**config.mk**
```make
export PLATFORM = sky130hd
export DESIGN_NAME = mac_accumulator
export DESIGN_NICKNAME = d
export VERILOG_FILES = /design/src/rtl/mm_pkg.sv /design/src/rtl/mul_stage.sv /design/src/rtl/mac_accumulator.sv
export SDC_FILE = /design/constraint.sdc
export NUM_CORES = 1
export LEC_CHECK = 0
export ABC_CLOCK_PERIOD_IN_PS = 10400
export CORE_MARGIN = 4
export CORE_UTILIZATION = 50
export CTS_CLUSTER_DIAMETER = 200
export CTS_CLUSTER_SIZE = 16
export DETAILED_ROUTE_END_ITERATION = 6
export PLACE_DENSITY = 0.71
export RECOVER_POWER = 100
export SLEW_MARGIN = 10
export SYNTH_ARGS = -nofsm -noshare
export SYNTH_HDL_FRONTEND = slang
export SYNTH_SLANG_ARGS = --single-unit
```
**constraint.sdc**
```tcl
create_clock -name clk -period 10.4 [get_ports clk]
set_clock_uncertainty 0.05 [all_clocks]
set_input_delay 2.08 -clock clk [delete_from_list [all_inputs] [get_ports clk]]
set_output_delay 2.08 -clock clk [all_outputs]
set_load 0.05 [all_outputs]
```
**src/rtl/mm_pkg.sv**
```systemverilog
// Shared matrix-multiply datapath definitions: default widths and the
// dot-product stage FSM encoding.
package mm_pkg;

    localparam int DATA_W_DFLT = 16;
    localparam int LEN_W_DFLT  = 8;
    localparam int ACC_W_DFLT  = 40;

    typedef enum logic [1:0] {
        S_IDLE  = 2'd0,
        S_ACCUM = 2'd1,
        S_DRAIN = 2'd2,
        S_DONE  = 2'd3
    } state_t;

endpackage

```
**src/rtl/mul_stage.sv**
```systemverilog
// Registered unsigned DATA_W x DATA_W multiplier with valid pipelining,
// kept separate so it maps cleanly onto a DSP slice.
module mul_stage
    import mm_pkg::*;
#(
    parameter int DATA_W = DATA_W_DFLT
) (
    input  logic                  clk,
    input  logic                  rst,
    input  logic                  valid_in,
    input  logic [DATA_W-1:0]     a,
    input  logic [DATA_W-1:0]     b,
    output logic                  valid_out,
    output logic [2*DATA_W-1:0]   prod
);

    always_ff @(posedge clk) begin
        if (rst) begin
            valid_out <= 1'b0;
            prod      <= '0;
        end else begin
            valid_out <= valid_in;
            if (valid_in) begin
                prod <= (2*DATA_W)'(a) * (2*DATA_W)'(b);
            end
        end
    end

endmodule

```
**src/rtl/mac_accumulator.sv**
```systemverilog
// Dot-product stage: multiplies LEN operand pairs and sums the products into one
// DATA_W result. Optional clamping of the result is enabled by SATURATE_EN.
//
// Handshakes: a transfer happens on a rising edge where valid && ready are both
// high; valid without ready has no effect, and out_data/overflow stay stable
// while out_valid is high until the transfer.
module mac_accumulator
    import mm_pkg::*;
#(
    parameter int DATA_W = DATA_W_DFLT,
    parameter int LEN_W  = LEN_W_DFLT,
    parameter int ACC_W  = ACC_W_DFLT
) (
    input  logic              clk,
    input  logic              rst,
    input  logic              start,
    input  logic [LEN_W-1:0]  len,
    input  logic              in_valid,
    output logic              in_ready,
    input  logic [DATA_W-1:0] in_a,
    input  logic [DATA_W-1:0] in_b,
    output logic              out_valid,
    input  logic              out_ready,
    output logic [DATA_W-1:0] out_data,
    output logic              busy,
    output logic              overflow,
    output logic [1:0]        dbg_state
);

    state_t              state;
    logic [ACC_W-1:0]    acc;
    logic [ACC_W-1:0]    acc_sum;
    logic [LEN_W-1:0]    count;
    logic                prod_vld;
    logic [2*DATA_W-1:0] prod;
    logic [DATA_W-1:0]   result;
    logic                beat;
    logic                clamp;

    assign beat      = in_valid && in_ready;
    assign dbg_state = state;

    mul_stage #(.DATA_W(DATA_W)) u_mul (
        .clk       (clk),
        .rst       (rst),
        .valid_in  (beat),
        .a         (in_a),
        .b         (in_b),
        .valid_out (prod_vld),
        .prod      (prod)
    );

    // Product lags its beat by one cycle, so the add happens in the cycle after.
    assign acc_sum = acc + (prod_vld ? {{(ACC_W-2*DATA_W){1'b0}}, prod} : '0);
    assign clamp   = |acc_sum[ACC_W-1:DATA_W];

`ifdef SATURATE_EN
    assign result = clamp ? '1 : acc_sum[DATA_W-1:0];

    always_ff @(posedge clk) begin
        if (rst) begin
            overflow <= 1'b0;
        end else if (state == S_IDLE && start) begin
            overflow <= 1'b0;
        end else if (state == S_DRAIN && clamp) begin
            overflow <= 1'b1;
        end
    end
`else
    assign result   = acc_sum[DATA_W-1:0];
    assign overflow = 1'b0;
`endif

    always_ff @(posedge clk) begin
        if (rst) begin
            state     <= S_IDLE;
            acc       <= '0;
            count     <= '0;
            in_ready  <= 1'b0;
            out_valid <= 1'b0;
            out_data  <= '0;
            busy      <= 1'b0;
        end else begin
            case (state)
                S_IDLE: begin
                    if (start) begin
                        acc  <= '0;
                        busy <= 1'b1;
                        if (len == '0) begin
                            out_data  <= '0;
                            out_valid <= 1'b1;
                            state     <= S_DONE;
                        end else begin
                            count    <= len;
                            in_ready <= 1'b1;
                            state    <= S_ACCUM;
                        end
                    end
                end
                S_ACCUM: begin
                    acc <= acc_sum;
                    if (beat) begin
                        count <= count - LEN_W'(1);
                        if (count == LEN_W'(1)) begin
                            in_ready <= 1'b0;
                            state    <= S_DRAIN;
                        end
                    end
                end
                S_DRAIN: begin
                    acc       <= acc_sum;
                    out_data  <= result;
                    out_valid <= 1'b1;
                    state     <= S_DONE;
                end
                S_DONE: begin
                    if (out_ready) begin
                        out_valid <= 1'b0;
                        busy      <= 1'b0;
                        state     <= S_IDLE;
                    end
                end
                default: state <= S_IDLE;
            endcase
        end
    end

endmodule

```
==> qor.txt <==
Status - complete, no violations
Residual DRC - 0
CTS tree - done
Area after DPL - 0.008021 mm²
Total number of vias - 5801
Chip height - 128.9 µm
Postcts setup bufs - 0
Critical-path cell list - dlygate4sd3_1 -> nand2_1 -> fa_1 -> fa_1 -> fa_1 -> fa_1 -> inv_1 -> fa_1 -> inv_1 -> fa_1 -> inv_1 -> ha_1 -> nand2_1 -> a21boi_0 -> a211oi_1 -> nor3_1 -> nand3b_1 -> a21oi_1
Slowest CP cell - dlygate4sd3_1
Final Cell Area - 0.008342 mm²
Arrival @ worst endpoint - 7.60 ns
Buffers on Ports - 65
Final worst path period need - 7.468 ns
DP HPWL - 12790 µm
Hold Path Class - reg2reg
Gpl congestion - 0.8539
Num CTS Buffers - 9
Num rows - 43
Crit path max-delay family - adder cells
Initial antenna violation count - 0
Register area share after synthesis - 16.99%
Max Slew Vio Count - 0
Cell count after synthesis - 881
Final Setup Violations - 0
IO Count - 67
Worst-case hold slack - 0.3938 ns
Core Area - 0.01410 mm²
RSZ-0062 raised after global routing - false
Post-synth top area cell - fa_1
Fillers - 1260
Critical Path Sink Type - flip-flop
CP Data Required Time - 10.53 ns
VDD IR max - 0.1599 mV
Number of flops mapped to enable cells by yosys - 0
Max Clock Freq - 0.1339 GHz
Final worst slack - 2.932 ns
Synthesized flop and latch total - 62
Clk sinks - 62
Final Net Count - 1119
Buffer depth of the longest clock path - 2
Max Cap Viol - 0
H-tree depth - 3
Gr usage total - 21.42%
Tightest Pin Transition - 0.9192 ns
Post-CTS sizing - 0
CP max stage delay - 0.95 ns
Share of layout cells above drive strength 1 - 3.017%
Die W - 128.9 µm
Placed Cells incl. Taps - 1092
CP Max Fanout - 15
N_diodes - 0
Fin. Hold Viols - 0
DR iter-0 viols - 239
Synth top area cells - fa_1, dfxtp_1, ha_1
Yosys top cell area share - 22.20%
Root buf cell - clkbuf_16
Top FF cell, synth - dfxtp_1
Average size of a mapped cell - 8.293 µm²
Worst-path clk slew - 0.05 ns
Pwr dens - 227.6 mW/mm²
Post-synth ARST share - 0%
DRT Pass-1 Iters - 4
Yosys cell types - 59
First-pass GRT wire length - 29060 µm
Post-Syn Nets - 1077
Vias in the first global route - 6146
Initial Util - 51.83%
Post-synthesis cell area - 0.007306 mm²
Max_slew headroom - 38.72%
CP most frequent cell - fa_1
TNS Setup - 0 ns
CTS hold repair buffers - 0
Avg WL per Cell - 14.84 µm
Critical path class - in2reg
Clock latency on the worst-skew pair - 0.33 ns
Post-route ant nets - 0
Layout area overhead - 14.18%
Post-Layout Cell Count - 1108
Setup WS pre-CTS - 2.645 ns
Synth warnings - 0
Commonest cells in the netlist - inv_1, nand2_1, and2_1, fa_1, ha_1
Critical path startpoint category - input pin
DR vias/cell - 5.236
Grt total ovfl - 0
WP buf/inv - 4
Final Cycle Share - 71.81%
Leak - 3.854 nW
Routed Wire Length - 16440 µm
Total die area - 0.01661 mm²
Largest net degree at the start of global routing - 70
[worst register-to-register path, stage by stage (launching register included)]
cell	delay, ns
dfxtp_1	0.58
and2_1	0.20
ha_1	0.19
fa_1	0.22
a21o_1	0.13
a21oi_2	0.07
nand2b_4	0.16
a211oi_2	0.24
nor3_2	0.09
o41a_1	0.49
or4_1	0.49
nand3_1	0.10
[layout by cell type, fill, tap and decap left out, types with 3 or more instances in the layout]
cell             instances
nor4_1                   5
xnor2_1                 35
nand2_1                122
nor2_1                  55
o21a_1                   4
clkdlybuf4s50_1         37
fa_1                    81
xor2_1                  12
o31ai_1                  3
and2_1                  85
o21ai_0                 14
inv_1                  122
dlygate4sd3_1           27
dfxtp_1                 62
a22oi_1                 23
mux2i_1                  3
a21oi_1                 39
or3_1                    6
clkbuf_16                9
and3_1                   3
nand3_1                 13
ha_1                    70
a211oi_1                11
a21o_1                   9
and2_0                   6
nand3b_1                 6
nor3_1                  17
[where the power goes]
part / leakage [nW] / switching, mW / internal (mW)
combinational: 3.20 / 0.717 / 0.567
sequential: 0.503 / 0.0233 / 0.269
clock: 0.154 / 0.108 / 0.215
[kinds of logic after synthesis]
kind of cell               share of synthesized area (%)
and+or+nand+nor                                    22.45
muxes                                             0.4110
xor gates and xnor gates                           5.943
DFF                                                16.99
adders and majority gates                          34.18
other                                            0.05133
buffers and inverters                              8.649
AOI/OAI and AO/OA                                  11.32
[registers in the layout, summed over array words and instances, names as in the netlist]
name             cells
acc                 16
in_ready             1
busy                 1
dbg_state            2
out_valid            1
count                8
u_mul.valid_out      1
u_mul.prod          16
out_data            16
[worst paths after layout]
| kind | slack (ns) | cells past startpoint | endpoint | startpoint |
|---|---|---|---|---|
| worst max register to register | 7.33 | 11 | acc[14] | u_mul.valid_out |
| worst min-delay path | 0.39 | 2 | out_data[2] | out_data[2] |
| worst min register to register | 0.39 | 2 | out_data[2] | out_data[2] |
| worst max-delay path | 2.93 | 18 | u_mul.prod[15] | in_b[1] |
[metal layers]
layer	vias to the layer above	share of wire (%)	global-route usage, %
met5	-	0	0
met1	2726	46	28.23
met4	0	2.0	6.794
met2	119	48	36.59
li1	2927	-	-
met3	29	3.7	2.823
[through the flow]
step | power, mW | util [%]
3_5_place_dp | 1.583 | 56.91
2_1_floorplan | 1.294 | -
6_report | 1.899 | 59.18
4_1_cts | 1.913 | 59.20
5_1_grt | 2.102 | 59.18
3_3_place_gp | 1.554 | 56.91
[final cells by class]
class / count / area [µm²] / share of cell area, %
repair buffers: 67 / 656.9 / 7.875
clock buffers: 10 / 239.0 / 2.865
inverters: 123 / 461.7 / 5.535
well taps: 180 / 225.2 / 2.700
flip-flops and latches: 62 / 1241 / 14.88
clock inverters: 6 / 85.08 / 1.020
multi-input cells: 660 / 5433 / 65.13
No activity file was read; power rests on OpenSTA's default activity.
